$ cat src/rtl/alu_share_arbiter_if.sv
`default_nettype none
`timescale 1ns/1ps
// +----------------------------------------------------------------------------+
// | Module      : alu_share_arbiter_if                                         |
// | Description : Requester-side bundle for alu_share_arbiter. Carries the     |
// |               per-requester request handshake with packed operands and the |
// |               response handshake with the shared captured result.          |
// |   req_valid  [NUM_REQ]          requester -> arbiter, operation request    |
// |   req_ready  [NUM_REQ]          arbiter -> requester, one-hot accept       |
// |   req_a/b    [NUM_REQ*DATA_W]   packed operands, slot i at [i*DATA_W +:]   |
// |   req_op     [NUM_REQ*3]        packed ALUControl codes                    |
// |   rsp_valid  [NUM_REQ]          arbiter -> requester, one-hot result flag  |
// |   rsp_ready  [NUM_REQ]          requester -> arbiter, response consumed    |
// |   rsp_result [RES_W]            captured Result, shared by all requesters  |
// |   rsp_overflow                  captured Overflow                          |
// |   master modport = requester side, slave modport = arbiter side.           |
// | Revision    : 1.0  initial release                                         |
// +----------------------------------------------------------------------------+
interface alu_share_arbiter_if #(
    parameter int NUM_REQ = 2,
    parameter int DATA_W  = 16,
    parameter int RES_W   = 32
);
    logic [NUM_REQ-1:0]        req_valid;
    logic [NUM_REQ-1:0]        req_ready;
    logic [NUM_REQ*DATA_W-1:0] req_a;
    logic [NUM_REQ*DATA_W-1:0] req_b;
    logic [NUM_REQ*3-1:0]      req_op;
    logic [NUM_REQ-1:0]        rsp_valid;
    logic [NUM_REQ-1:0]        rsp_ready;
    logic [RES_W-1:0]          rsp_result;
    logic                      rsp_overflow;

    modport master (
        output req_valid, req_a, req_b, req_op, rsp_ready,
        input  req_ready, rsp_valid, rsp_result, rsp_overflow
    );

    modport slave (
        input  req_valid, req_a, req_b, req_op, rsp_ready,
        output req_ready, rsp_valid, rsp_result, rsp_overflow
    );
endinterface
`default_nettype wire

$ cat src/rtl/alu_share_arbiter.sv
`default_nettype none
`timescale 1ns/1ps
// +----------------------------------------------------------------------------+
// | Module      : alu_share_arbiter                                            |
// | Description : Shares one combinational MainALU between NUM_REQ requesters. |
// |               IDLE arbitrates and registers the winner's operands onto the |
// |               ALU, EXEC captures Result/Overflow, RESP holds the response  |
// |               until the owner takes it. ALUControl passes through as-is.   |
// | Ports       : clk, rst_n (async active-low)                                |
// |               bus          alu_share_arbiter_if.slave (req/rsp handshakes) |
// |               alu_a/alu_b  registered operands to MainALU                  |
// |               alu_ctrl     registered ALUControl to MainALU                |
// |               alu_result / alu_overflow  MainALU outputs                   |
// |               busy         high in EXEC and RESP                           |
// | Config      : ALU_ARB_FIXED_PRIO_EN defined -> fixed priority (lowest      |
// |               index wins, no round-robin pointer); default round-robin.    |
// | Revision    : 1.0  initial release                                         |
// +----------------------------------------------------------------------------+
module alu_share_arbiter #(
    parameter int NUM_REQ = 2,
    parameter int DATA_W  = 16,
    parameter int RES_W   = 32
) (
    input  wire logic              clk,
    input  wire logic              rst_n,
    alu_share_arbiter_if.slave     bus,
    output logic [DATA_W-1:0]      alu_a,
    output logic [DATA_W-1:0]      alu_b,
    output logic [2:0]             alu_ctrl,
    input  wire logic [RES_W-1:0]  alu_result,
    input  wire logic              alu_overflow,
    output logic                   busy
);

    localparam int IDW = $clog2(NUM_REQ);

    localparam logic [1:0] c_ST_IDLE = 2'd0;
    localparam logic [1:0] c_ST_EXEC = 2'd1;
    localparam logic [1:0] c_ST_RESP = 2'd2;

    logic [1:0]         state_q, state_d;
    logic [IDW-1:0]     id_q, id_d;
    logic [DATA_W-1:0]  alu_a_q, alu_a_d;
    logic [DATA_W-1:0]  alu_b_q, alu_b_d;
    logic [2:0]         alu_ctrl_q, alu_ctrl_d;
    logic [RES_W-1:0]   rsp_result_q, rsp_result_d;
    logic               rsp_overflow_q, rsp_overflow_d;
    logic [NUM_REQ-1:0] rsp_valid_q, rsp_valid_d;

    logic [IDW-1:0]     w_win_id;
    logic               w_found;
    logic [NUM_REQ-1:0] w_grant;
    logic               w_xfer;
    logic [NUM_REQ-1:0] w_req_ready;
    logic               w_busy;

    // ------------------------------------------------------------------
    // Arbitration
    // ------------------------------------------------------------------
`ifdef ALU_ARB_FIXED_PRIO_EN
    // Scan from the top down so the lowest valid index is written last.
    always_comb begin
        w_win_id = '0;
        w_found  = 1'b0;
        for (int k = NUM_REQ - 1; k >= 0; k--) begin
            if (bus.req_valid[k]) begin
                w_win_id = IDW'(k);
                w_found  = 1'b1;
            end
        end
    end
`else
    localparam logic [IDW:0] c_NREQ = (IDW + 1)'(NUM_REQ);

    logic [IDW-1:0]       rr_ptr_q, rr_ptr_d;
    logic [2*NUM_REQ-1:0] w_dbl;
    logic [NUM_REQ-1:0]   w_rot;
    logic [IDW-1:0]       w_off;
    logic [IDW:0]         w_sum;
    logic [IDW:0]         w_next_ptr;

    // Doubling the valid vector and slicing at the pointer gives the
    // requests rotated so bit 0 is the requester the search starts from.
    always_comb begin
        w_dbl   = {bus.req_valid, bus.req_valid};
        w_rot   = w_dbl[rr_ptr_q +: NUM_REQ];
        w_off   = '0;
        w_found = 1'b0;
        for (int k = NUM_REQ - 1; k >= 0; k--) begin
            if (w_rot[k]) begin
                w_off   = IDW'(k);
                w_found = 1'b1;
            end
        end
        w_sum = {1'b0, rr_ptr_q} + {1'b0, w_off};
        if (w_sum >= c_NREQ) begin
            w_sum = w_sum - c_NREQ;
        end
        w_win_id = w_sum[IDW-1:0];

        w_next_ptr = {1'b0, w_win_id} + (IDW + 1)'(1);
        if (w_next_ptr >= c_NREQ) begin
            w_next_ptr = '0;
        end
    end

    always_comb begin
        rr_ptr_d = rr_ptr_q;
        if (w_xfer) begin
            rr_ptr_d = w_next_ptr[IDW-1:0];
        end
    end

    always_ff @(posedge clk or negedge rst_n) begin
        if (!rst_n) begin
            rr_ptr_q <= '0;
        end else begin
            rr_ptr_q <= rr_ptr_d;
        end
    end
`endif

    assign w_grant = w_found ? (NUM_REQ'(1) << w_win_id) : '0;
    assign w_xfer  = (state_q == c_ST_IDLE) && w_found;

    // ------------------------------------------------------------------
    // FSM: state register
    // ------------------------------------------------------------------
    always_ff @(posedge clk or negedge rst_n) begin
        if (!rst_n) begin
            state_q <= c_ST_IDLE;
        end else begin
            state_q <= state_d;
        end
    end

    // ------------------------------------------------------------------
    // FSM: next state
    // ------------------------------------------------------------------
    always_comb begin
        state_d = state_q;
        case (state_q)
            c_ST_IDLE: if (w_xfer) state_d = c_ST_EXEC;
            c_ST_EXEC: state_d = c_ST_RESP;
            c_ST_RESP: if (bus.rsp_ready[id_q]) state_d = c_ST_IDLE;
            default:   state_d = c_ST_IDLE;
        endcase
    end

    // ------------------------------------------------------------------
    // FSM: outputs
    // ------------------------------------------------------------------
    always_comb begin
        w_req_ready = '0;
        w_busy      = 1'b0;
        case (state_q)
            c_ST_IDLE: w_req_ready = w_grant;
            c_ST_EXEC: w_busy = 1'b1;
            c_ST_RESP: w_busy = 1'b1;
            default:   w_busy = 1'b0;
        endcase
    end

    // ------------------------------------------------------------------
    // Datapath: operand latch on accept, result capture in EXEC
    // ------------------------------------------------------------------
    always_comb begin
        id_d           = id_q;
        alu_a_d        = alu_a_q;
        alu_b_d        = alu_b_q;
        alu_ctrl_d     = alu_ctrl_q;
        rsp_result_d   = rsp_result_q;
        rsp_overflow_d = rsp_overflow_q;
        rsp_valid_d    = rsp_valid_q;

        case (state_q)
            c_ST_IDLE: begin
                if (w_xfer) begin
                    id_d = w_win_id;
                    // Grant is one-hot, so at most one slot is selected.
                    for (int i = 0; i < NUM_REQ; i++) begin
                        if (w_grant[i]) begin
                            alu_a_d    = bus.req_a[i*DATA_W +: DATA_W];
                            alu_b_d    = bus.req_b[i*DATA_W +: DATA_W];
                            alu_ctrl_d = bus.req_op[i*3 +: 3];
                        end
                    end
                end
            end
            c_ST_EXEC: begin
                rsp_result_d   = alu_result;
                rsp_overflow_d = alu_overflow;
                rsp_valid_d    = NUM_REQ'(1) << id_q;
            end
            c_ST_RESP: begin
                if (bus.rsp_ready[id_q]) begin
                    rsp_valid_d = '0;
                end
            end
            default: rsp_valid_d = '0;
        endcase
    end

    always_ff @(posedge clk or negedge rst_n) begin
        if (!rst_n) begin
            id_q           <= '0;
            alu_a_q        <= '0;
            alu_b_q        <= '0;
            alu_ctrl_q     <= 3'b000;
            rsp_result_q   <= '0;
            rsp_overflow_q <= 1'b0;
            rsp_valid_q    <= '0;
        end else begin
            id_q           <= id_d;
            alu_a_q        <= alu_a_d;
            alu_b_q        <= alu_b_d;
            alu_ctrl_q     <= alu_ctrl_d;
            rsp_result_q   <= rsp_result_d;
            rsp_overflow_q <= rsp_overflow_d;
            rsp_valid_q    <= rsp_valid_d;
        end
    end

    assign bus.req_ready    = w_req_ready;
    assign bus.rsp_valid    = rsp_valid_q;
    assign bus.rsp_result   = rsp_result_q;
    assign bus.rsp_overflow = rsp_overflow_q;
    assign alu_a            = alu_a_q;
    assign alu_b            = alu_b_q;
    assign alu_ctrl         = alu_ctrl_q;
    assign busy             = w_busy;

endmodule
`default_nettype wire

$ cat src/flat_wrapper.sv
// flat-port wrapper written by rule: the top's interface ports become plain ports
module alu_share_arbiter_flat 
#(
    parameter int NUM_REQ = 2,
    parameter int DATA_W  = 16,
    parameter int RES_W   = 32
)
  (clk, rst_n, alu_a, alu_b, alu_ctrl, alu_result, alu_overflow, busy, bus_req_valid, bus_req_a, bus_req_b, bus_req_op, bus_rsp_ready, bus_req_ready, bus_rsp_valid, bus_rsp_result, bus_rsp_overflow);
  alu_share_arbiter_if #(.NUM_REQ(NUM_REQ), .DATA_W(DATA_W), .RES_W(RES_W)) bus_i ();
  input  wire logic clk;
  input  wire logic rst_n;
  output logic [DATA_W-1:0] alu_a;
  output logic [DATA_W-1:0] alu_b;
  output logic [2:0] alu_ctrl;
  input  wire logic [RES_W-1:0] alu_result;
  input  wire logic alu_overflow;
  output logic busy;
  input wire logic [$bits(bus_i.req_valid)-1:0] bus_req_valid;
  input wire logic [$bits(bus_i.req_a)-1:0] bus_req_a;
  input wire logic [$bits(bus_i.req_b)-1:0] bus_req_b;
  input wire logic [$bits(bus_i.req_op)-1:0] bus_req_op;
  input wire logic [$bits(bus_i.rsp_ready)-1:0] bus_rsp_ready;
  output wire logic [$bits(bus_i.req_ready)-1:0] bus_req_ready;
  output wire logic [$bits(bus_i.rsp_valid)-1:0] bus_rsp_valid;
  output wire logic [$bits(bus_i.rsp_result)-1:0] bus_rsp_result;
  output wire logic [$bits(bus_i.rsp_overflow)-1:0] bus_rsp_overflow;
  assign bus_i.req_valid = bus_req_valid;
  assign bus_i.req_a = bus_req_a;
  assign bus_i.req_b = bus_req_b;
  assign bus_i.req_op = bus_req_op;
  assign bus_i.rsp_ready = bus_rsp_ready;
  assign bus_req_ready = bus_i.req_ready;
  assign bus_rsp_valid = bus_i.rsp_valid;
  assign bus_rsp_result = bus_i.rsp_result;
  assign bus_rsp_overflow = bus_i.rsp_overflow;
  alu_share_arbiter #(.NUM_REQ(NUM_REQ), .DATA_W(DATA_W), .RES_W(RES_W)) u_core (.clk(clk), .rst_n(rst_n), .bus(bus_i), .alu_a(alu_a), .alu_b(alu_b), .alu_ctrl(alu_ctrl), .alu_result(alu_result), .alu_overflow(alu_overflow), .busy(busy));
endmodule
$ cat config.mk
export PLATFORM = sky130hd
export DESIGN_NAME = alu_share_arbiter_flat
export DESIGN_NICKNAME = d
export VERILOG_FILES = /design/src/rtl/alu_share_arbiter_if.sv /design/src/rtl/alu_share_arbiter.sv /design/src/flat_wrapper.sv
export SDC_FILE = /design/constraint.sdc
export NUM_CORES = 1
export LEC_CHECK = 0
export CORE_MARGIN = 2
export CORE_UTILIZATION = 35
export DETAILED_ROUTE_END_ITERATION = 8
export HOLD_SLACK_MARGIN = 0.1
export MAX_ROUTING_LAYER = met4
export PLACE_DENSITY = 0.77
export SYNTH_ARGS = -nofsm -noshare
export SYNTH_HDL_FRONTEND = slang
export SYNTH_SLANG_ARGS = --single-unit
$ cat constraint.sdc
create_clock -name clk -period 1.5 [get_ports clk]
set_input_delay 0.15 -clock clk [delete_from_list [all_inputs] [get_ports clk]]
set_output_delay 0.15 -clock clk [all_outputs]
set_load 0.03 [all_outputs]
==> run summary <==
In this run the critical register-to-register path is captured at u_core.bus.rsp_valid[0]$_DFFE_PN0P_. In this run the number of cells on the critical path is 5. For the clock latency of the later-clocked register in the worst-skew pair, the log shows 340 ps. Across the run, the number of max-cap violations was 0. The leakage power summed over all cells is 2.346 nW. For the worst-case headroom to the max-slew limit, the log shows 0.7212. The worst setup path endpoint was bus_req_ready[0].

For the row count, the log shows 35. The fraction of layout instances using a drive strength above 1 is 0.1768. In this run the remaining antenna-violating nets after routing total 0. The share of synthesized flip-flops with an asynchronous set or reset was 1.000; the number of endpoints failing setup at the final stage was 0. The actual slew at the worst max-slew pin is 418.3 ps. The setup slack of the worst register-to-register path came out at 40 ps. The number of antenna violations at the first check in global routing came out at 0. Together, buffers and inverters on the worst path number 2.

The post-detailed-placement half-perimeter wirelength is 7073 µm. The final route contains 3154 vias. For the synthesized instance count, the log shows 300. Die extent in x: 101.9 µm. The type of the tightest min-delay check was in -> async. Yosys mapped a number of flops with a built-in enable equal to 0. The first detailed-routing pass ran for 4 iterations. For the netlist area before placement, the log shows 0.003357 mm². The critical path is of the reg -> out type.

The fraction of synthesized cell area taken by the top area cell type was 0.5516; the first-pass GRT wire length was 15710 µm. In this run the critical register-to-register path is launched from u_core.state_q[1]$_DFFE_PN0P_. TritonCTS built the clock tree. Number of endpoints with negative hold slack in the final report: 0. The tightest hold path in the finished design has a slack of 362.9 ps. The launching element of the worst setup path is u_core.state_q[0]$_DFFE_PN0P_. In the routed design, unresolved DRC markers number 0. The core region is 0.009284 mm². For the global routing usage summed across all routing layers, the log shows 0.2007.

The synthesized design spends more area on one cell type than any other, namely dfrtp_1. In this run the power density over the cells is 2155 mW/mm². Buffer type at the clock tree root: clkbuf_8. Post-route core utilization: 0.5976.

Number of synthesis warnings: 0. STA classifies the critical path startpoint as a register. For this design the top-level I/O count stands at 182.

The post-synthesis area per instance came out at 11.19 µm². For the number of diodes added for antenna fixing, the log shows 0. Clock-pin slew was measured on the worst setup and hold paths at 80 ps. The run finished with clean final reports. Die outline area: 0.01039 mm². After detailed routing, the number of vias per cell comes to 5.079.

The overall overflow remaining after global route was 0; the maximum buffer depth of the clock tree was 2. Once routing completed, OpenROAD measured the worst setup slack at 34.67 ps. In this run the worst path has a maximum fanout of 3. The worst-case IR drop observed on VDD is 1456 µV. Entering global routing, the biggest net connects 75 pins. The fmax was 0.6824 GHz. The critical path goes through inv_2 > ha_4 > nand2_2 > a21oi_2 > buf_6. The area growth from synthesis to layout is 65.26%. The tools report the final max-slew violation count as 0. The tools report the count of routing violations after the opening detailed-route iteration as 156. Wires add up to 10590 µm. The logs give -62.99 ps for the pre-CTS setup slack and 602 for the total number of nets in the final design.

The arrival time of data at the critical path endpoint is 1320 ps. Among all flip-flop cells after synthesis, the most frequent one is dfrtp_1. Net count of the mapped netlist: 414. For the finished layout, the period the worst path requires is 1465 ps. STA puts the critical path data required time at 1350 ps.

The run gives 0.8366 as the final weighted congestion in routability-driven placement. Setup repair after global routing could not meet its margin everywhere. Number of global-route vias before repair: 3191.

In this design, the stage delay of the slowest critical-path cell is 390 ps. The H-tree was split into 3 levels. The number of buffers created by CTS is 9, and the flop and latch count out of synthesis is 74.

The final worst-path cycle share is 0.9769. For this design, the slowest cell found on the critical path is dfrtp_1. The run gives 0.5516 as the register area share after synthesis. The tools report the TritonCTS sink count as 74. Sorting the synthesized cells by area gives the leading types as dfrtp_1 55%, mux2_2 12%, a31oi_1 6.5%. The worst register-to-register path has a depth of 6. The count of buffers from port buffering works out to 181. The chip height works out to 101.9 µm. Grouping stages by cell kind, the critical path spends the most delay in flip-flops. Post-route clock skew: 11.09 ps.

The logs give 25 for the post-synthesis cell type count and 0.3616 for the starting density of the core. STA classifies the critical path endpoint as a primary output. After detailed routing, the average wire length per cell comes to 17.06 µm.
[layout by cell type, fill, tap and decap left out, types with 3 or more instances in the layout]
master,netlist,routed
clkbuf_8,0,11
a31oi_1,35,35
a21oi_1,37,35
clkdlybuf4s50_1,0,107
nor2_1,36,36
o21ai_1,6,6
buf_12,0,7
ha_1,5,3
dlygate4sd2_1,0,70
buf_4,6,13
dfrtp_1,74,74
mux2_2,36,36
o21ai_0,29,29
[sequential cells by signal, summed over array words and instances, names as in the netlist]
name                     flops
u_core.id_q                  1
u_core.bus.rsp_result       32
u_core.rr_ptr_q              1
u_core.alu_b                16
u_core.bus.rsp_valid         2
u_core.alu_ctrl              3
u_core.alu_a                16
u_core.bus.rsp_overflow      1
u_core.state_q               2
[synthesized netlist by cell type (2+ instances only)]
library cell	n
dfrtp_1	74
a21oi_1	37
mux2_2	36
nor2_1	36
a31oi_1	35
o21ai_0	29
buf_2	7
buf_4	6
o21ai_1	6
ha_1	5
buf_6	4
inv_1	4
buf_8	3
clkbuf_2	3
a21o_1	2
clkbuf_4	2
mux2i_1	2
nand2_1	2
[worst min path at each step]
| stage | start | endpoint | slack (ps) |
|---|---|---|---|
| after floorplan | rst_n | u_core.alu_a[0]$_DFFE_PN0P_ | -150 |
| after global placement | rst_n | u_core.alu_b[7]$_DFFE_PN0P_ | 200 |
| after detailed placement | rst_n | u_core.alu_b[6]$_DFFE_PN0P_ | 200 |
| after CTS | bus_req_b[10] | u_core.alu_b[10]$_DFFE_PN0P_ | 350 |
| after global routing | bus_req_a[12] | u_core.alu_a[12]$_DFFE_PN0P_ | 360 |
| final | rst_n | u_core.alu_b[6]$_DFFE_PN0P_ | 360 |
[power breakdown]
part	switching, mW	internal (mW)	leakage [nW]
logic	4.14	2.87	1.40
clock network	0.738	0.683	0.0916
registers	0.509	3.02	0.854
[through the flow]
| stage | cell area (µm²) | power, mW | cells | TNS [ps] |
|---|---|---|---|---|
| 2_1_floorplan | 3361 | 7.948 | 300 | 0 |
| 3_3_place_gp | 5301 | 10.70 | 597 | -31.07 |
| 3_5_place_dp | 5301 | 10.92 | 597 | -1030 |
| 4_1_cts | 5459 | 11.80 | 618 | 0 |
| 5_1_grt | 5548 | 12.67 | 621 | -101.0 |
| 6_report | 5548 | 11.96 | 621 | 0 |
[logic make-up after synthesis]
| group | count (synthesis) | share of synthesized area |
|---|---|---|
| AOI/OAI and AO/OA | 112 | 0.1864 |
| adders and majority gates | 5 | 0.01864 |
| buffers and inverters | 29 | 0.06410 |
| DFF | 74 | 0.5516 |
| muxes | 38 | 0.1267 |
| and+or+nand+nor | 42 | 0.05256 |
[worst min-delay path, stage by stage]
cell,delay [ps]
dlygate4sd3_1,530
buf_4,120
buf_12,320
[final cells by class]
type	instances	area, µm²
repair buffers	202	2004
fillers	826	3736
clock inverters	4	26.28
multi-input cells	197	1338
flip-flops and latches	74	1852
clock buffers	11	151.4
inverters	4	15.01
well taps	129	161.4
[routing by layer]
metal | vias up | wire length [µm] | track usage
met4 | 0 | 223 | 0.07590
met3 | 20 | 604 | 0.03625
li1 | 1448 | - | -
met2 | 137 | 5485 | 0.3482
met1 | 1549 | 4279 | 0.2315
met5 | - | 0 | -
[timing repair]
item / CTS / global route
setup buffers: 6 / 1
setup endpoints to repair: 107 / 47
pin swaps: 1 / 3
gates resized for setup: 76 / 7
hold buffers: 1 / 0
hold endpoints to repair: 74 / 0
gates cloned: 0 / 2
Power figures use the tool's default switching activity.
